File: src/rtl/missile_scheduler_pkg.sv
// Shared constants, state encoding and LFSR step function for the invader missile scheduler.
package missile_scheduler_pkg;

  localparam int unsigned COL_PITCH_DEF   = 24;
  localparam int unsigned ROW_PITCH_DEF   = 24;
  localparam int unsigned HALF_SPRITE_DEF = 12;

  localparam logic [15:0] LFSR_SEED_DEF = 16'hACE1;
  // Taps 16,14,13,11 of x^16 + x^14 + x^13 + x^11 + 1, left-shifting register.
  localparam logic [15:0] LFSR_TAPS = 16'hB400;

  typedef enum logic [1:0] {
    StIdle   = 2'd0,
    StScan   = 2'd1,
    StLaunch = 2'd2
  } state_e;

  function automatic logic [15:0] lfsr_step(input logic [15:0] s);
    return {s[14:0], ^(s & LFSR_TAPS)};
  endfunction

endpackage

File: src/rtl/missile_lfsr.sv
// Free-running 16-bit Fibonacci LFSR; advances every clock. Seed must be nonzero.
module missile_lfsr
  import missile_scheduler_pkg::*;
#(
  parameter logic [15:0] Seed = LFSR_SEED_DEF
) (
  input  logic        clk,
  input  logic        rst_n,
  output logic [15:0] value_o
);

  logic [15:0] state_q, state_d;

  always_comb begin
    state_d = lfsr_step(state_q);
  end

  always_ff @(posedge clk or negedge rst_n) begin
    if (!rst_n) begin
      state_q <= Seed;
    end else begin
      state_q <= state_d;
    end
  end

  assign value_o = state_q;

endmodule

File: src/rtl/missile_scheduler.sv
// Invader missile scheduler: per-frame cooldown, random live-column pick, launch coordinates,
// and a valid/ready hand-off to the missile datapath.
module missile_scheduler
  import missile_scheduler_pkg::*;
#(
  parameter int unsigned NUM_SLOTS       = 3,
  parameter int unsigned NUM_COLS        = 11,
  parameter int unsigned NUM_ROWS        = 5,
  parameter int unsigned COL_PITCH       = COL_PITCH_DEF,
  parameter int unsigned ROW_PITCH       = ROW_PITCH_DEF,
  parameter int unsigned HALF_SPRITE     = HALF_SPRITE_DEF,
  parameter int unsigned COOLDOWN_FRAMES = 32,
  parameter int unsigned MIN_COOLDOWN    = 8,
  parameter logic [15:0] LFSR_SEED       = LFSR_SEED_DEF
) (
  input  logic                  clk,
  input  logic                  rst_n,
  input  logic                  enable,
  input  logic                  frame,
  input  logic [1:0]            speed,
  input  logic [9:0]            invaders_x,
  input  logic [9:0]            invaders_y,
  input  logic [NUM_COLS-1:0]   col_alive,
  input  logic [NUM_COLS*3-1:0] col_bottom,
  input  logic [NUM_SLOTS-1:0]  slot_busy,
  input  logic                  launch_ready,
  output logic                  launch_valid,
  output logic [1:0]            launch_slot,
  output logic [9:0]            launch_x,
  output logic [9:0]            launch_y
);

  localparam int unsigned ColW = $clog2(NUM_COLS);
  localparam int unsigned CdW  = $clog2(COOLDOWN_FRAMES + 1);

  // NUM_ROWS only bounds the legal range of col_bottom; the row field stays 3 bits wide.
  logic unused_rows;
  assign unused_rows = (NUM_ROWS > 8);

  state_e          state_q, state_d;
  logic [CdW-1:0]  cooldown_q, cooldown_d;
  logic [1:0]      slot_q, slot_d;
  logic [ColW-1:0] col_q, col_d;
  logic [ColW-1:0] scan_cnt_q, scan_cnt_d;
  logic [9:0]      x_q, x_d;
  logic [9:0]      y_q, y_d;

  logic [15:0]     lfsr_val;
  logic [ColW-1:0] start_col;
  logic [1:0]      free_slot;
  logic            any_free;
  logic [2:0]      bottom;
  logic [CdW-1:0]  reload_val;

  missile_lfsr #(
    .Seed(LFSR_SEED)
  ) u_lfsr (
    .clk    (clk),
    .rst_n  (rst_n),
    .value_o(lfsr_val)
  );

  assign start_col = ColW'(lfsr_val % 16'(NUM_COLS));
  assign any_free  = ~&slot_busy;

  // Lowest-index free slot wins.
  always_comb begin
    free_slot = '0;
    for (int s = int'(NUM_SLOTS) - 1; s >= 0; s--) begin
      if (!slot_busy[s]) begin
        free_slot = 2'(s);
      end
    end
  end

  always_comb begin
    bottom = '0;
    for (int c = 0; c < int'(NUM_COLS); c++) begin
      if (col_q == ColW'(c)) begin
        bottom = col_bottom[3*c +: 3];
      end
    end
  end

  always_comb begin
    if ((COOLDOWN_FRAMES >> speed) > MIN_COOLDOWN) begin
      reload_val = CdW'(COOLDOWN_FRAMES >> speed);
    end else begin
      reload_val = CdW'(MIN_COOLDOWN);
    end
  end

  always_comb begin
    state_d    = state_q;
    cooldown_d = cooldown_q;
    slot_d     = slot_q;
    col_d      = col_q;
    scan_cnt_d = scan_cnt_q;
    x_d        = x_q;
    y_d        = y_q;

    if (frame && (cooldown_q != '0)) begin
      cooldown_d = cooldown_q - 1'b1;
    end

    unique case (state_q)
      StIdle: begin
        if (enable && (cooldown_q == '0) && any_free) begin
          state_d    = StScan;
          slot_d     = free_slot;
          col_d      = start_col;
          scan_cnt_d = '0;
        end
      end
      StScan: begin
        if (!enable) begin
          state_d = StIdle;
        end else if (col_alive[col_q]) begin
          x_d     = invaders_x + 10'(HALF_SPRITE) + 10'(COL_PITCH * 32'(col_q));
          y_d     = invaders_y + 10'(ROW_PITCH * (32'(bottom) + 1));
          state_d = StLaunch;
        end else if (scan_cnt_q == ColW'(NUM_COLS - 1)) begin
          // Whole formation dead: retry on the next frame.
          state_d    = StIdle;
          cooldown_d = CdW'(1);
        end else begin
          col_d      = (col_q == ColW'(NUM_COLS - 1)) ? '0 : col_q + 1'b1;
          scan_cnt_d = scan_cnt_q + 1'b1;
        end
      end
      StLaunch: begin
        // A completing handshake takes priority over an abort in the same cycle.
        if (launch_ready) begin
          state_d    = StIdle;
          cooldown_d = reload_val;
        end else if (!enable) begin
          state_d = StIdle;
        end
      end
      default: begin
        state_d = StIdle;
      end
    endcase
  end

  always_ff @(posedge clk or negedge rst_n) begin
    if (!rst_n) begin
      state_q    <= StIdle;
      cooldown_q <= CdW'(COOLDOWN_FRAMES);
      slot_q     <= '0;
      col_q      <= '0;
      scan_cnt_q <= '0;
      x_q        <= '0;
      y_q        <= '0;
    end else begin
      state_q    <= state_d;
      cooldown_q <= cooldown_d;
      slot_q     <= slot_d;
      col_q      <= col_d;
      scan_cnt_q <= scan_cnt_d;
      x_q        <= x_d;
      y_q        <= y_d;
    end
  end

  assign launch_valid = (state_q == StLaunch);
  assign launch_slot  = slot_q;
  assign launch_x     = x_q;
  assign launch_y     = y_q;

endmodule

File: config.mk
export PLATFORM = sky130hd
export DESIGN_NAME = missile_scheduler
export DESIGN_NICKNAME = d
export VERILOG_FILES = /design/src/rtl/missile_scheduler_pkg.sv /design/src/rtl/missile_lfsr.sv /design/src/rtl/missile_scheduler.sv
export SDC_FILE = /design/constraint.sdc
export NUM_CORES = 1
export LEC_CHECK = 0
export CORE_UTILIZATION = 35
export DETAILED_ROUTE_END_ITERATION = 10
export MAX_ROUTING_LAYER = met4
export SYNTH_ARGS = -nofsm -noshare
export SYNTH_HDL_FRONTEND = slang
export SYNTH_HIERARCHICAL = 1
export SYNTH_SLANG_ARGS = --single-unit
File: constraint.sdc
create_clock -name clk -period 10.6 [get_ports clk]
set_input_delay 1.59 -clock clk [delete_from_list [all_inputs] [get_ports clk]]
set_output_delay 1.59 -clock clk [all_outputs]
set_load 0.1 [all_outputs]
==> flow_metrics.py <==
metrics = {
    "clocking": {
        "postCtsSetupBuffers": 0,
        "cts_buffer_depth": 2,
        "path_clk_slew_ns": 0.07,
        "cts-resized-gates": 0,
        "root_buffer": "clkbuf_16",
        "cts.sinks": 54,
        "htreeDepth": 2,
        "clock_latency_ns": 0.29,
        "cts_hold_buffers": 0,
        "cts_buffers": 5,
        "cts_tree": "done",
    },
    "floorplanning": {
        "fp.dieH_um": 134.6,
        "die_area_sq_um": 18130,
        "core.rowCount": 48,
        "io_pins": 97,
        "start_util": 0.3572,
        "fp.dieW_um": 134.6,
        "core_area_sq_um": 17240,
    },
    "layout": {
        "area_growth_pct": 17.74,
        "final_cells": 1020,
        "fillers": 1718,
        "antenna_cells": 0,
        "final_core_util": 0.4206,
        "nNetsFinal": 912,
        "layout_common_cells": "clkdlybuf4s50_1 (95), nand2_1 (68), o21ai_0 (50), a21oi_1 (49), nor2_1 (48)",
        "drive_gt1_frac": 0.09434,
        "mostFrequentLayoutCell": "clkdlybuf4s50_1",
    },
    "routing": {
        "avgViaCountPerCell": 5.593,
        "wl_met1_mm": 7.111,
        "wl_met2_mm": 7.064,
        "drtAntennaViolNets": 0,
        "drc": 0,
        "top_layer_used": "met4",
        "detailroute.wirelength.met3_um": 972,
        "dr.first_iter.drc_count": 404,
        "routed_wl_mm": 15.20,
        "wire_per_inst_um": 14.90,
        "num_vias": 5705,
        "first_pass_iters": 5,
    },
    "critical_path": {
        "cp.required_ns": 10.79,
        "timing.rr.end": "col_q[3]",
        "start_kind": "register",
        "r2r_cells": 27,
        "cp.arrival_ns": 8.91,
        "crit_fanout": 29,
        "worstSetupPathType": "reg -> reg",
        "end_kind": "register",
        "r2r_slack_ns": 1.88,
        "r2r-start": "u_lfsr/value_o[10]",
    },
    "logic_synthesis": {
        "syn_area_sq_um": 6157,
        "ys_warn_count": 6,
        "synth_cell_types": 110,
        "synth_top_flop_cell": "dfrtp_1",
        "avgSynthCellArea_sq_um": 8.243,
        "synth_nets": 865,
        "async_reset_ff_frac": 1.000,
        "syn_inst": 747,
        "synth_edf_count": 0,
        "yosysSeqAreaShare": 0.2213,
        "ys_seq_elements": 54,
    },
    "timing": {
        "rsz0062_at_grt": "no",
        "max_freq_ghz": 0.1147,
        "finalHoldViolations": 0,
        "setup_viol_count_final": 0,
        "holdWs_ns": 0.4287,
        "finalCritPeriodShare": 0.8224,
        "slew_headroom": 0.2971,
        "period_needed_ns": 8.718,
        "worstMarginPinSlew_ns": 1.051,
        "drv_slew": 0,
        "skew_ns": 0.004037,
        "setup_tns_ns": 0,
    },
    "grt": {
        "track_usage": 0.1770,
        "grt_pass1_wl_mm": 26.09,
        "grt_max_degree": 55,
        "overflow": 0,
        "grt_pass1_vias": 5438,
        "grt_antenna_before_repair": 0,
    },
    "hold_path": {
        "holdPathStages": 0,
        "holdCritStartpoint": "u_lfsr/value_o[6]",
        "hold_path_end": "u_lfsr/value_o[7]",
        "min_path_type": "reg -> reg",
    },
    "placed_design": {
        "detailedPlacementHpwl_mm": 11.33,
        "gp_congestion": 0.8865,
        "dp_cells": 1012,
        "port_buffers": 96,
    },
    "run_status": {
        "outcome": "completed",
    },
    "power_and_ir_drop": {
        "vdd_drop_max_mv": 0.4338,
        "power.total_mw": 1.828,
        "p_leak_nw": 2.972,
        "power_density_nw_per_um2": 252.1,
    },
    "run": {
        "max-cap-violations": 0,
    },
}
==> sequential cells by signal (all words and copies together), names as in the netlist <==
name            flops
col_q               4
cooldown_q          6
launch_slot         2
launch_x           10
launch_y           10
scan_cnt_q          4
state_q             2
u_lfsr/value_o     16
==> stage by stage <==
step,cell area (sq um),setup slack (ns)
final,7249,1.882
after floorplan,6157,3.138
after detailed placement,7098,2.022
after global placement,7098,2.243
after global routing,7249,1.201
after CTS,7249,1.973
==> report_power, final <==
part / internal (mW) / switching (mW) / leakage, nW
Clock: 0.0939 / 0.0784 / 0.0729
Combinational: 0.511 / 0.823 / 2.23
Sequential: 0.270 / 0.0511 / 0.672
Total: 0.875 / 0.953 / 2.97
==> cells by family (layout without fill, tap and decap cells) <==
logic type      after synthesis  count (layout)  share of synthesized area
buf+inv                      86             134                    0.06767
fa+ha+maj                    48              48                    0.09978
compound gates              259             259                     0.3062
simple gates                243             243                     0.2120
mux                          22              22                    0.04206
xor+xnor                     35              35                    0.05101
flops                        54              54                     0.2213
==> cells in the mapped netlist, types with 8 or more instances <==
cell type | instances | share of area
a211oi_1 | 8 | 0.0098
a21o_1 | 13 | 0.016
a21oi_1 | 49 | 0.040
a31oi_1 | 14 | 0.014
buf_2 | 12 | 0.0098
buf_4 | 17 | 0.021
clkbuf_1 | 27 | 0.016
dfrtp_1 | 45 | 0.18
dfstp_2 | 9 | 0.038
ha_1 | 41 | 0.083
inv_1 | 28 | 0.017
mux2_2 | 11 | 0.020
mux2i_1 | 9 | 0.015
nand2_1 | 68 | 0.041
nand2b_1 | 15 | 0.015
nand3_1 | 16 | 0.013
nand4_1 | 8 | 0.0081
nor2_1 | 48 | 0.029
nor2b_1 | 10 | 0.010
nor3_1 | 17 | 0.014
o211ai_1 | 8 | 0.0098
o21ai_0 | 50 | 0.041
o221ai_1 | 8 | 0.011
o22ai_1 | 10 | 0.010
o31ai_1 | 8 | 0.0098
or3_1 | 9 | 0.0091
xnor2_1 | 22 | 0.031
xor2_1 | 12 | 0.017
==> cell type report <==
cell class | count | area, sq um | share of cell area
Clock buffer | 6 | 138.9 | 0.01916
Clock inverter | 2 | 12.51 | 0.001726
Multi-Input combinational cell | 607 | 4378 | 0.6039
Timing Repair Buffer | 98 | 970.9 | 0.1339
Sequential cell | 54 | 1363 | 0.1880
Inverter | 28 | 105.1 | 0.01450
Tap cell | 225 | 281.5 | 0.03883
==> worst max path at each step <==
stage	from	slack [ns]	to	depth (start not counted)
2_1_floorplan	u_lfsr/value_o[13]	3.14	col_q[3]	32
3_3_place_gp	u_lfsr/value_o[10]	2.24	col_q[3]	27
3_5_place_dp	u_lfsr/value_o[10]	2.02	col_q[3]	27
4_1_cts	u_lfsr/value_o[10]	1.97	col_q[3]	27
5_1_grt	u_lfsr/value_o[10]	1.20	col_q[3]	27
6_report	u_lfsr/value_o[10]	1.88	col_q[3]	27
==> critical path, cell delays in order (launching register included) <==
cell and delay (ns):
dfstp_2 0.82, and3b_1 0.24, o32a_1 0.32, or3_4 0.38, a21oi_2 0.45, a21oi_1 0.22, o32a_2 0.51, nor3_1 0.46
a211oi_2 0.15, o21a_1 0.21, o22ai_1 0.46, a21boi_1 0.26, a31o_1 0.36, nand2_1 0.18, or4_1 0.53, o211ai_1 0.14
o31ai_1 0.13, o21ai_1 0.43, xor2_1 0.16, ha_1 0.29, or4b_1 0.54, mux2i_1 0.23, o41ai_4 0.14, xor2_2 0.21
ha_1 0.27, o211a_1 0.20, o32ai_2 0.07, a31o_1 0.22
==> layer usage <==
layer | vias to the layer above | GRT usage
li1 | 2877 | -
met1 | 2667 | 0.2266
met3 | 11 | 0.04167
met5 | - | -
met2 | 150 | 0.2924
met4 | 0 | 0.01810
(Power assumes the default switching activity.)
